==> src/rtl/comparator_serial.sv <==
// Serial magnitude comparator: compares two WIDTH-bit operands MSB-first,
// DIGIT bits per clock, stopping at the first differing digit.
// Signed mode flips the sign bit of both operands (offset binary), so the
// serial compare itself is always unsigned.
//
// Ports:
//   clk, rst_n   clock, asynchronous active-low reset
//   start        request a compare (sampled only while idle)
//   signed_mode  1 = two's-complement compare, 0 = unsigned (sampled with start)
//   a, b         operands (sampled with start)
//   busy         high while a compare is running
//   done         one-cycle pulse when new flags are valid
//   a_gt_b, a_lt_b, a_eq_b  registered result, held until the next result
module comparator_serial #(
    parameter int unsigned WIDTH = 8,
    parameter int unsigned DIGIT = 2
) (
    input  logic             clk,
    input  logic             rst_n,
    input  logic             start,
    input  logic             signed_mode,
    input  logic [WIDTH-1:0] a,
    input  logic [WIDTH-1:0] b,
    output logic             busy,
    output logic             done,
    output logic             a_gt_b,
    output logic             a_lt_b,
    output logic             a_eq_b
);

    localparam int unsigned NDIG  = WIDTH / DIGIT;
    localparam int unsigned IDX_W = (NDIG > 1) ? $clog2(NDIG) : 1;
    localparam logic [WIDTH-1:0] MSB_MASK = {1'b1, {(WIDTH-1){1'b0}}};

    typedef enum logic {
        S_IDLE = 1'b0,
        S_RUN  = 1'b1
    } state_t;

    state_t             r_state;
    logic [WIDTH-1:0]   r_sa;
    logic [WIDTH-1:0]   r_sb;
    logic [IDX_W-1:0]   r_idx;
    logic               r_busy;
    logic               r_done;
    logic               r_gt;
    logic               r_lt;
    logic               r_eq;

    logic [DIGIT-1:0]   w_da;
    logic [DIGIT-1:0]   w_db;
    logic [WIDTH-1:0]   w_flip;

    // Top digit of each shift register is the one under comparison
    assign w_da   = r_sa[WIDTH-1 -: DIGIT];
    assign w_db   = r_sb[WIDTH-1 -: DIGIT];
    assign w_flip = signed_mode ? MSB_MASK : '0;

    // Control FSM and datapath
    always_ff @(posedge clk or negedge rst_n) begin
        if (!rst_n) begin
            r_state <= S_IDLE;
            r_sa    <= '0;
            r_sb    <= '0;
            r_idx   <= '0;
            r_busy  <= 1'b0;
            r_done  <= 1'b0;
            r_gt    <= 1'b0;
            r_lt    <= 1'b0;
            r_eq    <= 1'b0;
        end else begin
            r_done <= 1'b0;
            case (r_state)
                S_IDLE: begin
                    if (start) begin
                        r_sa    <= a ^ w_flip;
                        r_sb    <= b ^ w_flip;
                        r_idx   <= IDX_W'(NDIG - 1);
                        r_busy  <= 1'b1;
                        r_state <= S_RUN;
                    end
                end
                S_RUN: begin
                    if (w_da > w_db) begin
                        r_gt    <= 1'b1;
                        r_lt    <= 1'b0;
                        r_eq    <= 1'b0;
                        r_done  <= 1'b1;
                        r_busy  <= 1'b0;
                        r_state <= S_IDLE;
                    end else if (w_da < w_db) begin
                        r_gt    <= 1'b0;
                        r_lt    <= 1'b1;
                        r_eq    <= 1'b0;
                        r_done  <= 1'b1;
                        r_busy  <= 1'b0;
                        r_state <= S_IDLE;
                    end else if (r_idx == '0) begin
                        r_gt    <= 1'b0;
                        r_lt    <= 1'b0;
                        r_eq    <= 1'b1;
                        r_done  <= 1'b1;
                        r_busy  <= 1'b0;
                        r_state <= S_IDLE;
                    end else begin
                        // Digits equal so far: expose the next digit
                        r_sa  <= r_sa << DIGIT;
                        r_sb  <= r_sb << DIGIT;
                        r_idx <= r_idx - IDX_W'(1);
                    end
                end
                default: r_state <= S_IDLE;
            endcase
        end
    end

    assign busy   = r_busy;
    assign done   = r_done;
    assign a_gt_b = r_gt;
    assign a_lt_b = r_lt;
    assign a_eq_b = r_eq;

endmodule

==> config.mk <==
export PLATFORM = sky130hd
export DESIGN_NAME = comparator_serial
export DESIGN_NICKNAME = d
export VERILOG_FILES = /design/src/rtl/comparator_serial.sv
export SDC_FILE = /design/constraint.sdc
export NUM_CORES = 1
export LEC_CHECK = 0
export ABC_AREA = 1
export CORE_ASPECT_RATIO = 0.8
export CORE_MARGIN = 2
export CORE_UTILIZATION = 45
export DETAILED_ROUTE_END_ITERATION = 6
export PLACE_DENSITY = 0.68
export SYNTH_ARGS = -nofsm -noshare
export SYNTH_HDL_FRONTEND = slang
export SYNTH_SLANG_ARGS = --single-unit
==> constraint.sdc <==
create_clock -name clk -period 2.7 [get_ports clk]
set_clock_uncertainty 0.05 [all_clocks]
set_input_delay 0.27 -clock clk [delete_from_list [all_inputs] [get_ports clk]]
set_output_delay 0.27 -clock clk [all_outputs]
set_load 0.03 [all_outputs]
==> reports/qor.txt <==
========================================================================================
Flip-flop and latch count after synthesis                                             24
Vias in the first global route                                                       969
Die extent in y                                                                  50.5 um
Remaining routing DRC violations                                                       0
Family with the most delay on the worst path                                buffers and inverters
Count of non-filler cells in the finished layout                                     216
Cells after DPL                                                                      212
Crit. End Element                                                             output pin
TritonCTS clock tree                                                                 yes
Number of warnings reported in the yosys synthesis log                                 0
Detailed-route vias per instance                                                    4.64
Leading post-synthesis cells by cell area                                   dfrtp_1 49%, nand2_1 26%, nand3_1 7.8%
Die X                                                                            62.2 um
Sequential power share                                                             36.7%
Relative area change from synthesis to final layout                                23.3%
Initial antenna violation count                                                        0
Number of different library cells in the post-synthesis netlist                       15
Crit Path Max Fanout                                                                   2
PwrDens                                                                      1110 mW/mm2
Aggregate routed wire length                                                     2340 um
Time the final worst path needs with I/O delays and setup                        1.67 ns
Global-route usage over all layers                                                 17.2%
Fraction of final layout cells with drive strength greater than 1                  7.22%
First-pass GRT wire length                                                       4250 um
Setup repair after global routing missed its margin                                   no
I/O pin count                                                                         25
Fraction of power consumed by combinational cells                                  51.9%
Vias after detailed routing                                                         1002
Total congestion overflow after global routing                                         0
Static leakage power                                                         0.000798 uW
Kind of launch point of the worst setup path                                    register
Kind of critical path                                                         reg -> out
Cell depth of the worst flop-to-flop path                                              8
Number of antenna repair diodes                                                        0
Mapped Avg Cell Area                                                            7.75 um2
Post-DRT Antenna Nets                                                                  0
Clk network pwr share                                                              11.4%
Sinks on Clock Net                                                                    24
Root cell of the clock tree                                                     clkbuf_4
Syn Inst Count                                                                       157
Placer Congestion                                                                  0.732
VDD IR max                                                                      0.473 mV
Net switching component of the power                                              744 uW
FP Rows                                                                               16
Fraction of synthesized cell area taken by the top area cell type                  49.3%
Result of the run                                                           complete, no violations
Max-slew violation count                                                               0
CTS resizes                                                                            0
Cell Int Power                                                                    926 uW
Total half-perimeter wirelength after legalization and detailed placement        1640 um
Core occupancy in the finished layout                                              60.0%
Final worst path period share                                                      61.9%
Type of the worst min-delay path                                             in -> async
Routed wire per std cell                                                         10.8 um
Number of nets in the finished design                                                204
Maximum clock rate                                                             0.599 GHz
Number of levels in the clock H-tree                                                   1
Final number of setup-violating endpoints                                              0
Slew headroom                                                                      73.4%
Data arrival time of the critical path                                           1.35 ns
Number of setup buffers added after CTS                                                0
IO buf count                                                                          24
Largest area contributor in the synthesized netlist                              dfrtp_1
Number of max-cap violations                                                           0
Logic depth of the worst setup path including buffers                                  1
Total of hold buffers inserted after clock tree synthesis                              0
Core area                                                                    0.00250 mm2
Fraction of the yosys area taken by sequential cells                               49.3%
Critical path buffers and inverters                                                    1
Worst-path clk slew                                                              0.13 ns
Buffers from clock root to sink, at most                                               2
Mapped Area                                                                  0.00122 mm2
Die footprint                                                                0.00314 mm2
Clock buffers created by TritonCTS                                                     3
Slowest cell on the critical path                                           clkdlybuf4s50_1
First-pass DRT Iterations                                                              4
Sequence of cells on the critical path                                      clkdlybuf4s50_1
Required time worst endpoint                                                     2.38 ns
Hold Fails Final Rpt                                                                   0
Skew-Pair Late Insertion Delay                                                   0.31 ns
Delay contributed by the slowest stage of the critical path                      0.66 ns
Effective utilization at floorplan                                                 48.7%
Net switching fraction of the power                                                44.5%
DRC marker count from the first detailed-route iteration                              41
Total Neg Setup Slack                                                               0 ns
Largest net degree at the start of global routing                                     25
Number of nets produced by synthesis                                                 180
Transition at the pin with the smallest max-transition slack                    0.398 ns
========================================================================================
==> cell usage in the layout, fill, tap and decap left out, drive strengths merged <==
cell           Yosys  routed
o21ai              4       4
ha                 3       3
dfrtp             24      24
clkbuf             0       4
buf                7       2
inv                9       9
clkdlybuf4s50      0      24
nand3             20      20
nand2             87      87
nor2               3       3
==> final timing paths <==
path	startpoint	end	slack, ns
max	a_eq_b$_DFFE_PN0P_	a_eq_b	1.03
max reg2reg	r_sb[7]$_DFFE_PN0P_	r_sa[2]$_DFFE_PN0P_	1.06
min reg2reg	a_gt_b$_DFFE_PN0P_	a_gt_b$_DFFE_PN0P_	0.44
min in group clk	a[1]	r_sa[1]$_DFFE_PN0P_	0.43
max in group asynchronous	rst_n	r_sb[2]$_DFFE_PN0P_	2.12
min	rst_n	a_gt_b$_DFFE_PN0P_	0.24
==> worst register-to-register path, delay by kind of cell (launching register included) <==
family                     cells  cell delay (ns)
and+or+nand+nor                6             0.79
DFF                            1             0.38
adders and majority gates      1             0.31
buffers and inverters          1             0.05
==> flip-flops by register name (all words and copies together), names as in the netlist <==
register and count:
r_sa 8, r_sb 8, r_idx 2, a_eq_b 1, a_gt_b 1, a_lt_b 1, busy 1, done 1
r_state 1
==> through the flow <==
stage                     hold WS [ns]  setup slack, ns  area, um2  total power (uW)
after floorplan                -0.0756             1.26       1220              1300
after detailed placement         0.415             1.08       1470              1500
final                            0.239             1.03       1500              1670
after global routing             0.249            0.886       1500              1840
after CTS                        0.248             1.02       1500              1690
after global placement           0.405             1.13       1470              1470
==> layer usage <==
metal	global-route usage, %	vias up	wire (um)
li1	-	530	-
met4	4.44	0	15
met2	30.1	24	1100
met1	21.5	446	1110
met3	4.48	2	120
met5	0	-	0
==> logic make-up after synthesis <==
| kind of cell | Yosys count | share of synthesized area, % |
|---|---|---|
| compound gates | 4 | 1.64 |
| fa+ha+maj | 3 | 3.08 |
| buf+inv | 16 | 7.09 |
| flops | 24 | 49.3 |
| simple gates | 110 | 38.8 |
==> Yosys cell counts (all sizes together) <==
library cell  count
nand2            87
dfrtp            24
nand3            20
inv               9
buf               7
o21ai             4
ha                3
nor2              3
==> power groups by stage <==
stage	clock [uW]	combinational, uW	sequential, uW
after floorplan	0	635	665
after global placement	0	859	613
after detailed placement	0	877	622
after CTS	195	881	612
after global routing	212	1000	632
final	191	866	613
==> final cells by class <==
cell class | count | area, um2
sequential | 24 | 601
clock buffer | 4 | 36.3
timing repair buffer | 26 | 255
inverter | 9 | 33.8
multi-input combinational | 117 | 531
tap | 36 | 45.0
fill | 222 | 1000
No activity file was read; power rests on OpenSTA's default activity.
==> patch (config.mk and constraints unchanged) <==
Set the parameter `DIGIT` to 1 (it was 2).
--- a/src/rtl/comparator_serial.sv
+++ b/src/rtl/comparator_serial.sv
@@ -13,7 +13,7 @@
 //   a_gt_b, a_lt_b, a_eq_b  registered result, held until the next result
 module comparator_serial #(
     parameter int unsigned WIDTH = 8,
-    parameter int unsigned DIGIT = 2
+    parameter int unsigned DIGIT = 1
 ) (
     input  logic             clk,
     input  logic             rst_n,
Function: changed (Yosys sat finds a counterexample within 4 cycles, from zero or initial values and one cycle with rst_n low).
==> patch against the original RTL <==
Global-route usage up 0.082 points. Cell area is 14% higher. Synthesized area rose by 16%. Sequential cell count increased by 1. Die area rose by 15%. Combinational power up 20%. Total power up 16%. Clock power grew 21%. Critical path type unchanged. Routed wire length is 20% higher. Maximum frequency is 2.9% higher. Setup slack improved by 0.047 ns.
==> patch: results <==
run_status:
  status: "finished, final reports clean"
route:
  firstDrtPassIters: 4
  drc: 0
  vias_per_cell: 4.83
  drt_iter0_drc: 67
  wl_per_cell_um: 11.3
  vias: 1202
clocking:
  numCtsBuffers: 3
  post_cts_buffers: 0
  cts.clk_slew.worst_paths_ns: 0.10
  cts_resized: 0
  cts_root_buf: "clkbuf_8"
  cts_buffer_depth: 2
  htree_levels: 1
  insertion_delay_ns: 0.28
logic_synthesis:
  synth_ff_type: "dfrtp_1"
  synth_compound_area_share_pct: 1.06
  syn_nets: 211
  synthXorXnorAreaFrac_pct: 0
  ys_seq_area_share_pct: 44.2
  synth_cells: 186
  synthAdderAreaFrac_pct: 4.42
  muxShareOfSynthArea_pct: 0
  synth_common_cells: "97 x nand2_1, 25 x dfrtp_1, 15 x nand3_1"
  synth_top_family_by_area: "simple AND/OR/NAND/NOR gates"
  yosys-top-cells-area: "dfrtp_1 44%, nand2_1 26%, nand3_2 7.1%"
  yosysWarnings: 0
  async_reset_ff_share_pct: 100
timing:
  slew_headroom_pct: 77.7
  timing.hold.ws_ns: 0.300
  setup_slack_ns: 1.08
  finalMaxSlewViolations: 0
placement:
  dp_cells: 245
  dp_hpwl_mm: 1.93
  io_buffers: 24
  routabilityCongestion: 0.843
  placed_area_um2: 1670
  pre_cts_ws_ns: 1.11
power_and_ir_drop:
  ir_drop_mv: 0.492
  leakage_uw: 0.000926
global_routing:
  grt_pass1_wl_mm: 4.60
  grt_pass1_vias: 1054
  grt.total_usage_pct: 17.3
  antenna_found_initial: 0
  grt_max_degree: 26
setup_path:
  startpoint: "busy$_DFFE_PN0P_"
  critical_path.endpoint: "busy"
  critPathArrivalTime_ns: 1.30
  r2r_slack_ns: 1.21
  timing.rr.end: "r_sb[3]$_DFFE_PN0P_"
  crit_slowest_cell: "clkdlybuf4s50_1"
  rr_startpoint: "r_sa[7]$_DFFE_PN0P_"
  r2r_cells: 7
cells_and_area:
  top_regs: "r_sa: 8 flops, r_sb: 8 flops, r_idx: 3 flops"
  post_route_cells_drive_above_1_share_pct: 10.0
  nets: 235
  num-fill-cells: 311
[patch: layout make-up]
class | instances | area (um2) | area share [%]
timing repair buffer | 28 | 270 | 15.8
tap | 40 | 50.0 | 2.92
multi-input combinational | 137 | 661 | 38.5
inverter | 15 | 58.8 | 3.43
clock buffer | 3 | 41.3 | 2.41
clock inverter | 1 | 7.51 | 0.438
sequential | 25 | 626 | 36.5
[patch: per-layer routing]
| layer | vias to the layer above | share of wire (%) | GRT usage, % |
|---|---|---|---|
| li1 | 615 | - | - |
| met5 | - | 0 | 0 |
| met4 | 0 | 1.4 | 7.14 |
| met3 | 4 | 4.2 | 3.77 |
| met2 | 21 | 46 | 29.3 |
| met1 | 562 | 48 | 21.6 |
[patch: where the power goes]
group | switching (uW) | internal, uW | total, uW
clock | 127 | 105 | 231
sequential | 105 | 553 | 657
combinational | 668 | 374 | 1040
total | 900 | 1030 | 1930
